==> config.mk <==
export PLATFORM = sky130hd
export DESIGN_NAME = rob_commit_scheduler_flat
export DESIGN_NICKNAME = d
export VERILOG_FILES = /design/src/rtl/rob_commit_scheduler_if.sv /design/src/rtl/rob_commit_scheduler.sv /design/src/flat_wrapper.sv
export SDC_FILE = /design/constraint.sdc
export NUM_CORES = 1
export LEC_CHECK = 0
export ABC_CLOCK_PERIOD_IN_PS = 7900
export CAP_MARGIN = 40
export CORE_MARGIN = 2
export CORE_UTILIZATION = 31
export DETAILED_ROUTE_END_ITERATION = 8
export SLEW_MARGIN = 40
export SYNTH_ARGS = -nofsm -noshare
export SYNTH_HDL_FRONTEND = slang
export SYNTH_SLANG_ARGS = --single-unit
==> constraint.sdc <==
create_clock -name clk -period 7.9 [get_ports clk]
set_input_delay 1.185 -clock clk [delete_from_list [all_inputs] [get_ports clk]]
set_output_delay 1.185 -clock clk [all_outputs]
set_load 0.01 [all_outputs]
==> src/rtl/rob_commit_scheduler_if.sv <==
// Dispatch / execute / retire bus of the ROB commit scheduler.
// Optional perf counters appear when ROB_PERF_CNT_EN is defined.
interface rob_commit_scheduler_if #(
    parameter int BUF_SIZE_LOG = 3
);
    logic [1:0]              alloc_req;
    logic [1:0]              alloc_grant;
    logic [BUF_SIZE_LOG-1:0] alloc_idx0;
    logic [BUF_SIZE_LOG-1:0] alloc_idx1;
    logic                    done_valid;
    logic [BUF_SIZE_LOG-1:0] done_idx;
    logic [1:0]              commit_valid;
    logic [BUF_SIZE_LOG-1:0] commit_idx0;
    logic [BUF_SIZE_LOG-1:0] commit_idx1;
    logic                    flush_valid;
    logic [BUF_SIZE_LOG-1:0] flush_idx;
    logic [BUF_SIZE_LOG:0]   count;
`ifdef ROB_PERF_CNT_EN
    logic [31:0]             perf_commit_cnt;
    logic [31:0]             perf_full_stall;

    modport master (
        output alloc_req, done_valid, done_idx, flush_valid, flush_idx,
        input  alloc_grant, alloc_idx0, alloc_idx1, commit_valid,
               commit_idx0, commit_idx1, count, perf_commit_cnt, perf_full_stall
    );
    modport slave (
        input  alloc_req, done_valid, done_idx, flush_valid, flush_idx,
        output alloc_grant, alloc_idx0, alloc_idx1, commit_valid,
               commit_idx0, commit_idx1, count, perf_commit_cnt, perf_full_stall
    );
`else
    modport master (
        output alloc_req, done_valid, done_idx, flush_valid, flush_idx,
        input  alloc_grant, alloc_idx0, alloc_idx1, commit_valid,
               commit_idx0, commit_idx1, count
    );
    modport slave (
        input  alloc_req, done_valid, done_idx, flush_valid, flush_idx,
        output alloc_grant, alloc_idx0, alloc_idx1, commit_valid,
               commit_idx0, commit_idx1, count
    );
`endif
endinterface

==> src/rtl/rob_commit_scheduler.sv <==
// ROB sequencer: circular head/tail with wrap bit, per-entry FREE/ISSUED/EXECUTED,
// 2-wide in-order allocate, 2-wide in-order retire, partial squash on mispredict.
// Optional macro ROB_PERF_CNT_EN adds commit and full-stall perf counters.
module rob_commit_scheduler #(
    parameter int BUF_SIZE     = 8,
    parameter int BUF_SIZE_LOG = 3
) (
    input logic                   clk,
    input logic                   rst_n,
    rob_commit_scheduler_if.slave rob
);
    localparam int L = BUF_SIZE_LOG;
    localparam logic [L:0] SIZE_P = (L+1)'(BUF_SIZE);

    typedef enum logic [1:0] {ST_FREE, ST_ISSUED, ST_EXEC} ent_state_e;

    ent_state_e ent_st  [BUF_SIZE];
    ent_state_e st_nxt  [BUF_SIZE];
    logic [BUF_SIZE-1:0][L-1:0] ent_off;

    logic [L:0]   head, tail, cnt, head_nxt, tail_nxt;
    logic [L-1:0] hidx, tidx, off, done_off;
    logic         g0, g1, c0, c1, live, done_hit;

    assign cnt  = tail - head;
    assign hidx = head[L-1:0];
    assign tidx = tail[L-1:0];

    // Allocation grant from registered occupancy only; suppressed during a flush
    always_comb begin
        g0 = rob.alloc_req[0] && (cnt != SIZE_P) && !rob.flush_valid;
        g1 = rob.alloc_req[1] && g0 && (cnt <= SIZE_P - (L+1)'(2));
    end

    // Flush liveness and done filtering: a done aimed past the branch is dropped
    always_comb begin
        off      = rob.flush_idx - hidx;
        live     = rob.flush_valid && ({1'b0, off} < cnt);
        done_off = rob.done_idx - hidx;
        done_hit = rob.done_valid && (ent_st[rob.done_idx] == ST_ISSUED)
                   && !(live && (done_off > off));
    end

    // In-order retire; lane 1 is withheld if the same-cycle flush squashes it
    always_comb begin
        c0 = (cnt >= (L+1)'(1)) && (ent_st[hidx] == ST_EXEC);
        c1 = c0 && (cnt >= (L+1)'(2)) && (ent_st[hidx + 1'b1] == ST_EXEC)
             && !(live && (off == '0));
    end

    // Per-entry next state: squash, complete, retire, allocate
    always_comb begin
        st_nxt = ent_st;
        for (int i = 0; i < BUF_SIZE; i++) begin
            ent_off[i] = L'(i) - hidx;
            if (live && (ent_off[i] > off) && ({1'b0, ent_off[i]} < cnt))
                st_nxt[i] = ST_FREE;
        end
        if (done_hit) st_nxt[rob.done_idx] = ST_EXEC;
        if (c0) st_nxt[hidx] = ST_FREE;
        if (c1) st_nxt[hidx + 1'b1] = ST_FREE;
        if (g0) st_nxt[tidx] = ST_ISSUED;
        if (g1) st_nxt[tidx + 1'b1] = ST_ISSUED;
    end

    // Pointer update; a live flush rebuilds tail just past the branch
    always_comb begin
        head_nxt = head + (L+1)'(c0) + (L+1)'(c1);
        if (live) tail_nxt = head + {1'b0, off} + (L+1)'(1);
        else      tail_nxt = tail + (L+1)'(g0) + (L+1)'(g1);
    end

    // State register
    always_ff @(posedge clk or negedge rst_n) begin
        if (!rst_n) begin
            head <= '0;
            tail <= '0;
            for (int i = 0; i < BUF_SIZE; i++) ent_st[i] <= ST_FREE;
        end else begin
            head   <= head_nxt;
            tail   <= tail_nxt;
            ent_st <= st_nxt;
        end
    end

    assign rob.alloc_grant  = {g1, g0};
    assign rob.alloc_idx0   = tidx;
    assign rob.alloc_idx1   = tidx + 1'b1;
    assign rob.commit_valid = {c1, c0};
    assign rob.commit_idx0  = hidx;
    assign rob.commit_idx1  = hidx + 1'b1;
    assign rob.count        = cnt;

`ifdef ROB_PERF_CNT_EN
    logic [31:0] perf_commit, perf_stall;

    // Retired-entry and full-stall counters; flush does not touch them
    always_ff @(posedge clk or negedge rst_n) begin
        if (!rst_n) begin
            perf_commit <= '0;
            perf_stall  <= '0;
        end else begin
            perf_commit <= perf_commit + 32'(c0) + 32'(c1);
            if (rob.alloc_req[0] && (cnt == SIZE_P)) perf_stall <= perf_stall + 32'd1;
        end
    end

    assign rob.perf_commit_cnt = perf_commit;
    assign rob.perf_full_stall = perf_stall;
`endif
endmodule

==> src/flat_wrapper.sv <==
// flat-port wrapper written by rule: the top's interface ports become plain ports
module rob_commit_scheduler_flat 
#(
    parameter int BUF_SIZE     = 8,
    parameter int BUF_SIZE_LOG = 3
)
  (clk, rst_n, rob_alloc_req, rob_done_valid, rob_done_idx, rob_flush_valid, rob_flush_idx, rob_alloc_grant, rob_alloc_idx0, rob_alloc_idx1, rob_commit_valid, rob_commit_idx0, rob_commit_idx1, rob_count);
  rob_commit_scheduler_if #(.BUF_SIZE_LOG(BUF_SIZE_LOG)) rob_i ();
  input logic clk;
  input logic rst_n;
  input wire logic [$bits(rob_i.alloc_req)-1:0] rob_alloc_req;
  input wire logic [$bits(rob_i.done_valid)-1:0] rob_done_valid;
  input wire logic [$bits(rob_i.done_idx)-1:0] rob_done_idx;
  input wire logic [$bits(rob_i.flush_valid)-1:0] rob_flush_valid;
  input wire logic [$bits(rob_i.flush_idx)-1:0] rob_flush_idx;
  output wire logic [$bits(rob_i.alloc_grant)-1:0] rob_alloc_grant;
  output wire logic [$bits(rob_i.alloc_idx0)-1:0] rob_alloc_idx0;
  output wire logic [$bits(rob_i.alloc_idx1)-1:0] rob_alloc_idx1;
  output wire logic [$bits(rob_i.commit_valid)-1:0] rob_commit_valid;
  output wire logic [$bits(rob_i.commit_idx0)-1:0] rob_commit_idx0;
  output wire logic [$bits(rob_i.commit_idx1)-1:0] rob_commit_idx1;
  output wire logic [$bits(rob_i.count)-1:0] rob_count;
  assign rob_i.alloc_req = rob_alloc_req;
  assign rob_i.done_valid = rob_done_valid;
  assign rob_i.done_idx = rob_done_idx;
  assign rob_i.flush_valid = rob_flush_valid;
  assign rob_i.flush_idx = rob_flush_idx;
  assign rob_alloc_grant = rob_i.alloc_grant;
  assign rob_alloc_idx0 = rob_i.alloc_idx0;
  assign rob_alloc_idx1 = rob_i.alloc_idx1;
  assign rob_commit_valid = rob_i.commit_valid;
  assign rob_commit_idx0 = rob_i.commit_idx0;
  assign rob_commit_idx1 = rob_i.commit_idx1;
  assign rob_count = rob_i.count;
  rob_commit_scheduler #(.BUF_SIZE(BUF_SIZE), .BUF_SIZE_LOG(BUF_SIZE_LOG)) u_core (.clk(clk), .rst_n(rst_n), .rob(rob_i));
endmodule
==> results of run 1 <==
stage by stage:
stage,worst slack [ns],std cells
2_1_floorplan,2.86,388
3_3_place_gp,2.01,534
3_5_place_dp,1.93,534
4_1_cts,1.94,538
5_1_grt,1.68,539
6_report,1.91,539
flip-flops by register name, summed over array words and instances, names as in the netlist:
register,cells
u_core.ent_st,16
u_core.head,4
u_core.tail,4
routing by layer:
layer	GRT usage [%]	vias up	routed length [um]
li1	-	1445	-
met1	25.6	1510	4850
met2	28.4	118	4810
met3	1.73	20	557
met4	7.51	0	297
met5	0	-	0
cells by family (layout without fill, tap and decap cells):
group                    count (synthesis)  count (layout)  synth area share [%]
AO/OA/AOI/OAI                          104             104                  25.7
AND/OR/NAND/NOR                        117             117                  18.3
multiplexers                            13              13                  4.62
adder cells (fa/ha/maj)                 43              43                  17.2
XOR/XNOR                                17              17                  6.02
buffers and inverters                   70              81                  10.5
flip-flops                              24              24                  17.6
area by class of cell:
cell class | instances | area share [%]
well taps | 140 | 4.63
clock buffers | 4 | 1.45
inverters | 41 | 4.13
repair buffers | 36 | 9.18
flip-flops and latches | 24 | 15.9
multi-input cells | 294 | 64.7
synth_stat cells, drive strengths merged (2+ instances only):
cell	number
mux2	2
a211oi	2
a31oi	3
fa	7
and3	6
a22oi	2
a21boi	2
nand2	22
o21a	3
buf	22
clkbuf	7
or2	3
o2111ai	8
nor2b	9
a21oi	16
a21o	4
o21ai	10
or3b	4
xnor2	9
or3	2
mux2i	9
o31ai	4
a2bb2oi	2
nor2	31
a41o	5
xor2	8
dfrtp	24
o211ai	6
mux4	2
inv	41
a32oi	9
nand3	16
nand2b	4
ha	34
nor3	9
o22ai	6
a221oi	2
nand4	6
maj3	2
a2111oi	9
how the worst min path moves through the flow:
stage | from | endpoint
3_5_place_dp | u_core.head[3]$_DFF_PN0_ | u_core.head[3]$_DFF_PN0_
3_3_place_gp | u_core.head[3]$_DFF_PN0_ | u_core.head[3]$_DFF_PN0_
6_report | u_core.head[3]$_DFF_PN0_ | u_core.head[3]$_DFF_PN0_
4_1_cts | u_core.head[3]$_DFF_PN0_ | u_core.head[3]$_DFF_PN0_
5_1_grt | u_core.head[3]$_DFF_PN0_ | u_core.head[3]$_DFF_PN0_
2_1_floorplan | u_core.head[3]$_DFF_PN0_ | u_core.head[3]$_DFF_PN0_
critical path, stage by stage:
cell and delay (ns):
clkdlybuf4s50_1 0.48, inv_1 0.07, ha_1 0.22, fa_1 0.77
inv_1 0.15, ha_1 0.29, o21ai_0 0.17, a21oi_1 0.14
a2111oi_2 0.53, nor4_4 0.07, buf_4 0.22, clkdlybuf4s50_1 0.50
==> results.json, run 1 <==
{
  "worst_hold_path_type": "reg2reg",
  "setup_viol": 0,
  "gp_routability_congestion": 0.876,
  "cts.sinks": 24,
  "min_period_ns": 5.99,
  "cts_hold_buf": 0,
  "vias": 3093,
  "h-tree-depth": 1,
  "yosysSeqAreaShare_pct": 17.6,
  "synth.net_count": 441,
  "core-area_mm2": 0.0108,
  "track_usage_pct": 18.2,
  "cp-start-kind": "input port",
  "die_w_um": 109,
  "n_fill_cell": 1094,
  "core.rowCount": 38,
  "regArea_um2": 602,
  "hold_viol": 0,
  "drt_wl_total_mm": 10.5,
  "cts_tree": "built",
  "outcome": "complete, no violations",
  "crit_start": "rob_flush_idx[0]",
  "holdWs_ns": 0.578,
  "post_cts_buffers": 0,
  "wl_per_cell_um": 19.5,
  "path_max_fanout": 12,
  "design.die.area_mm2": 0.0119,
  "synth-seq-cells": 24,
  "reg2reg_slack_ns": 3.53,
  "arrival_ns": 4.80,
  "num_antenna_cells": 0,
  "finalMaxSlewViolations": 0,
  "syn_area_mm2": 0.00341,
  "ys_top_cells_by_area": "dfrtp_1, ha_1, fa_1",
  "cp-endpoint": "rob_commit_valid[1]",
  "worstMarginPinSlew_ns": 0.797,
  "syn_avg_cell_area_um2": 8.79,
  "grt_pass1_vias": 3027,
  "layout_commonest_cell": "inv_1",
  "required_ns": 6.71,
  "clock_latency_ns": 0.28,
  "io_buffers": 31,
  "antenna_found_initial": 0,
  "crit_type": "in2out",
  "synthCells": 388,
  "synth_cell_types": 73,
  "fin_util_pct": 35.1,
  "place_area_mm2": 0.00372,
  "via_per_inst": 5.74,
  "drtAntennaViolNets": 0,
  "synth_area_leader_cell": "dfrtp_1",
  "layout_common_cells": "inv_1, ha_1, nor2_1, clkdlybuf4s50_1, dfrtp_1",
  "overflow": 0,
  "drt_iter0_drc": 275,
  "relSlewSlack_pct": 46.9,
  "r2r_end": "u_core.head[2]$_DFF_PN0_",
  "die_h_um": 109,
  "cp-end-kind": "primary output",
  "maxCapViolCount": 0,
  "tns_ns": 0,
  "ctsResizeCount": 0,
  "clk_pin_slew_ns": 0.10,
  "rr_startpoint": "u_core.head[1]$_DFF_PN0_",
  "layout-drive-gt1-share_pct": 11.3,
  "ioPinCount": 32,
  "whs_path_depth": 1,
  "cts.path.max_buffers": 2,
  "synth_edf_count": 0,
  "synth_warnings": 0,
  "grt_pass1_wl_mm": 16.6,
  "yosysTopAreaCellShare_pct": 17.6,
  "fin_nets": 453,
  "synth_flop_cell": "dfrtp_1",
  "grt_max_degree": 25,
  "dr.pass1.iters": 5,
  "area_growth_pct": 11.1,
  "grt_setup_unrepaired": "false",
  "async_flop_share_pct": 100,
  "max_freq_mhz": 167,
  "cts-root-buf": "clkbuf_8",
  "post-route-period-util_pct": 75.8,
  "r2r_cells": 13,
  "post-route-drc-count": 0,
  "start_util_pct": 31.6,
  "cts_buffers": 3,
  "skew_ns": 0.00751,
  "final_area_mm2": 0.00379,
  "multi_input_area_mm2": 0.00245,
  "dp_hpwl_mm": 7.91
}
Power of run 1 is not shown: default switching activity piles up to over one toggle a cycle in this logic, so the estimate is an artifact.
==> run 2: changes to the inputs <==
--- a/config.mk
+++ b/config.mk
@@ -5,7 +5,7 @@
 export SDC_FILE = /design/constraint.sdc
 export NUM_CORES = 1
 export LEC_CHECK = 0
-export ABC_CLOCK_PERIOD_IN_PS = 7900
+export ABC_CLOCK_PERIOD_IN_PS = 5000
 export CAP_MARGIN = 40
 export CORE_MARGIN = 2
 export CORE_UTILIZATION = 31
==> constraint.sdc (replaced) <==
create_clock -name clk -period 5 [get_ports clk]
set_input_delay 0.75 -clock clk [delete_from_list [all_inputs] [get_ports clk]]
set_output_delay 0.75 -clock clk [all_outputs]
set_load 0.01 [all_outputs]
==> run 2 against run 1 <==
Effect of this change:
- sequential share of layout area shrank 0.31 points
- core utilization grew 0.61 points
- critical path depth shrank 1
- setup slack lost 1.5 ns
- first-iteration DRC count grew 22%
- cell area grew 1.8%
==> results.json, run 2 (synthesis results as in run 1) <==
{
  "outcome": "complete, no violations",
  "cp-start-kind": "input port",
  "worstMarginPinSlew_ns": 0.758,
  "track_usage_pct": 18.1,
  "cts.sinks": 24,
  "core-area_mm2": 0.0108,
  "cpPeakStageDelay_ns": 0.53,
  "fin_nets": 460,
  "busiest_layer": "met2",
  "whs_path_depth": 1,
  "cts.path.max_buffers": 2,
  "hold_viol": 0,
  "setup_viol": 0,
  "cts_tree": "built",
  "cp-end-kind": "primary output",
  "tns_ns": 0,
  "die_h_um": 109,
  "drtAntennaViolNets": 0,
  "core.rowCount": 38,
  "ioPinCount": 32,
  "antenna_found_initial": 0,
  "gr-usage-met2_pct": 30.2,
  "cts-root-buf": "clkbuf_8",
  "reg.largest.list": "u_core.ent_st: 16 flops, u_core.head: 4 flops, u_core.tail: 4 flops",
  "regMostFlops": "u_core.ent_st",
  "path_buf_inv": 4,
  "post_cts_buffers": 0,
  "cp_slowest_cell": "fa_1",
  "largest_reg_flops": 16,
  "overflow": 0,
  "maxCapViolCount": 0,
  "via_per_inst": 5.57,
  "die_w_um": 109,
  "cts_buffers": 3,
  "grt_pass1_vias": 3170,
  "grt.met3_usage_pct": 2.51,
  "grt_pass1_wl_mm": 16.8,
  "h-tree-depth": 1,
  "vias": 3041,
  "max_freq_mhz": 217,
  "clock_latency_ns": 0.27,
  "crit_family": "buffers and inverters",
  "holdWs_ns": 0.569,
  "post-route-drc-count": 0,
  "wl_per_cell_um": 18.9,
  "cp.depth": 11,
  "drt_wl_total_mm": 10.3,
  "relSlewSlack_pct": 48.2,
  "skew_ns": 0.00555,
  "worst_hold_path_type": "reg2reg",
  "num_antenna_cells": 0,
  "design.die.area_mm2": 0.0119,
  "n_fill_cell": 1108,
  "grt_setup_unrepaired": "false",
  "gp_routability_congestion": 0.890,
  "layout_commonest_cell": "inv_1",
  "layout_common_cells": "inv_1, ha_1, nor2_1, clkdlybuf4s50_1, dfrtp_1",
  "grt_max_degree": 25,
  "ctsResizeCount": 0,
  "layout-drive-gt1-share_pct": 12.6,
  "crit_chain": "clkdlybuf4s50_1 > inv_1 > ha_1 > fa_1 > inv_1 > ha_1 > o21ai_0 > a21oi_1 > a2111oi_2 > nor4_4 > clkdlybuf4s50_1",
  "finalMaxSlewViolations": 0,
  "arrival_ns": 3.86,
  "post-route-period-util_pct": 92.2,
  "grt_use_met1_pct": 23.9,
  "area_growth_pct": 13.0,
  "min_period_ns": 4.61,
  "io_buffers": 31,
  "path_max_fanout": 3,
  "dp_hpwl_mm": 8.05,
  "drt_iter0_drc": 335,
  "required_ns": 4.25,
  "dr.pass1.iters": 4,
  "clk_pin_slew_ns": 0.09,
  "cts_hold_buf": 0,
  "crit_type": "in2out",
  "start_util_pct": 31.6,
  "r2r_cells": 16
}
[run 2: layout make-up]
type / instances / area, um2 / share of cell area, %
sequential: 24 / 601 / 15.6
clock inverter: 1 / 30.0 / 0.779
inverter: 41 / 156 / 4.06
multi-input combinational: 294 / 2450 / 63.6
timing repair buffer: 43 / 400 / 10.4
tap: 140 / 175 / 4.55
clock buffer: 3 / 41.3 / 1.07
[run 2: metrics by stage]
| stage | worst slack, ns | util, % | cell area (um2) | cells |
|---|---|---|---|---|
| after floorplan | 0.828 | - | 3410 | 388 |
| after global placement | 0.434 | 35.0 | 3780 | 542 |
| after detailed placement | 0.400 | 35.0 | 3780 | 542 |
| after CTS | 0.389 | 35.7 | 3850 | 546 |
| after global routing | 0.233 | 35.7 | 3850 | 546 |
| final | 0.390 | 35.7 | 3850 | 546 |
[run 2: path summary, 6_finish.rpt]
path                                                    end                      from  slack, ns
worst max-delay path                    rob_commit_valid[1]          rob_flush_idx[0]       0.39
worst min-delay path               u_core.head[3]$_DFF_PN0_  u_core.head[3]$_DFF_PN0_       0.57
worst max register to register     u_core.head[2]$_DFF_PN0_  u_core.tail[0]$_DFF_PN0_       1.01
worst min register to register     u_core.head[3]$_DFF_PN0_  u_core.head[3]$_DFF_PN0_       0.57
max in group asynchronous          u_core.tail[2]$_DFF_PN0_                     rst_n       3.91
min in group asynchronous       u_core.ent_st[15]$_DFF_PN0_                     rst_n       0.83
[run 2: metal layers]
layer,routed length [um],vias up
met5,0,-
met4,229,0
met3,650,18
met2,4890,103
met1,4570,1464
li1,-,1456
Power of run 2 is left out for the same reason.
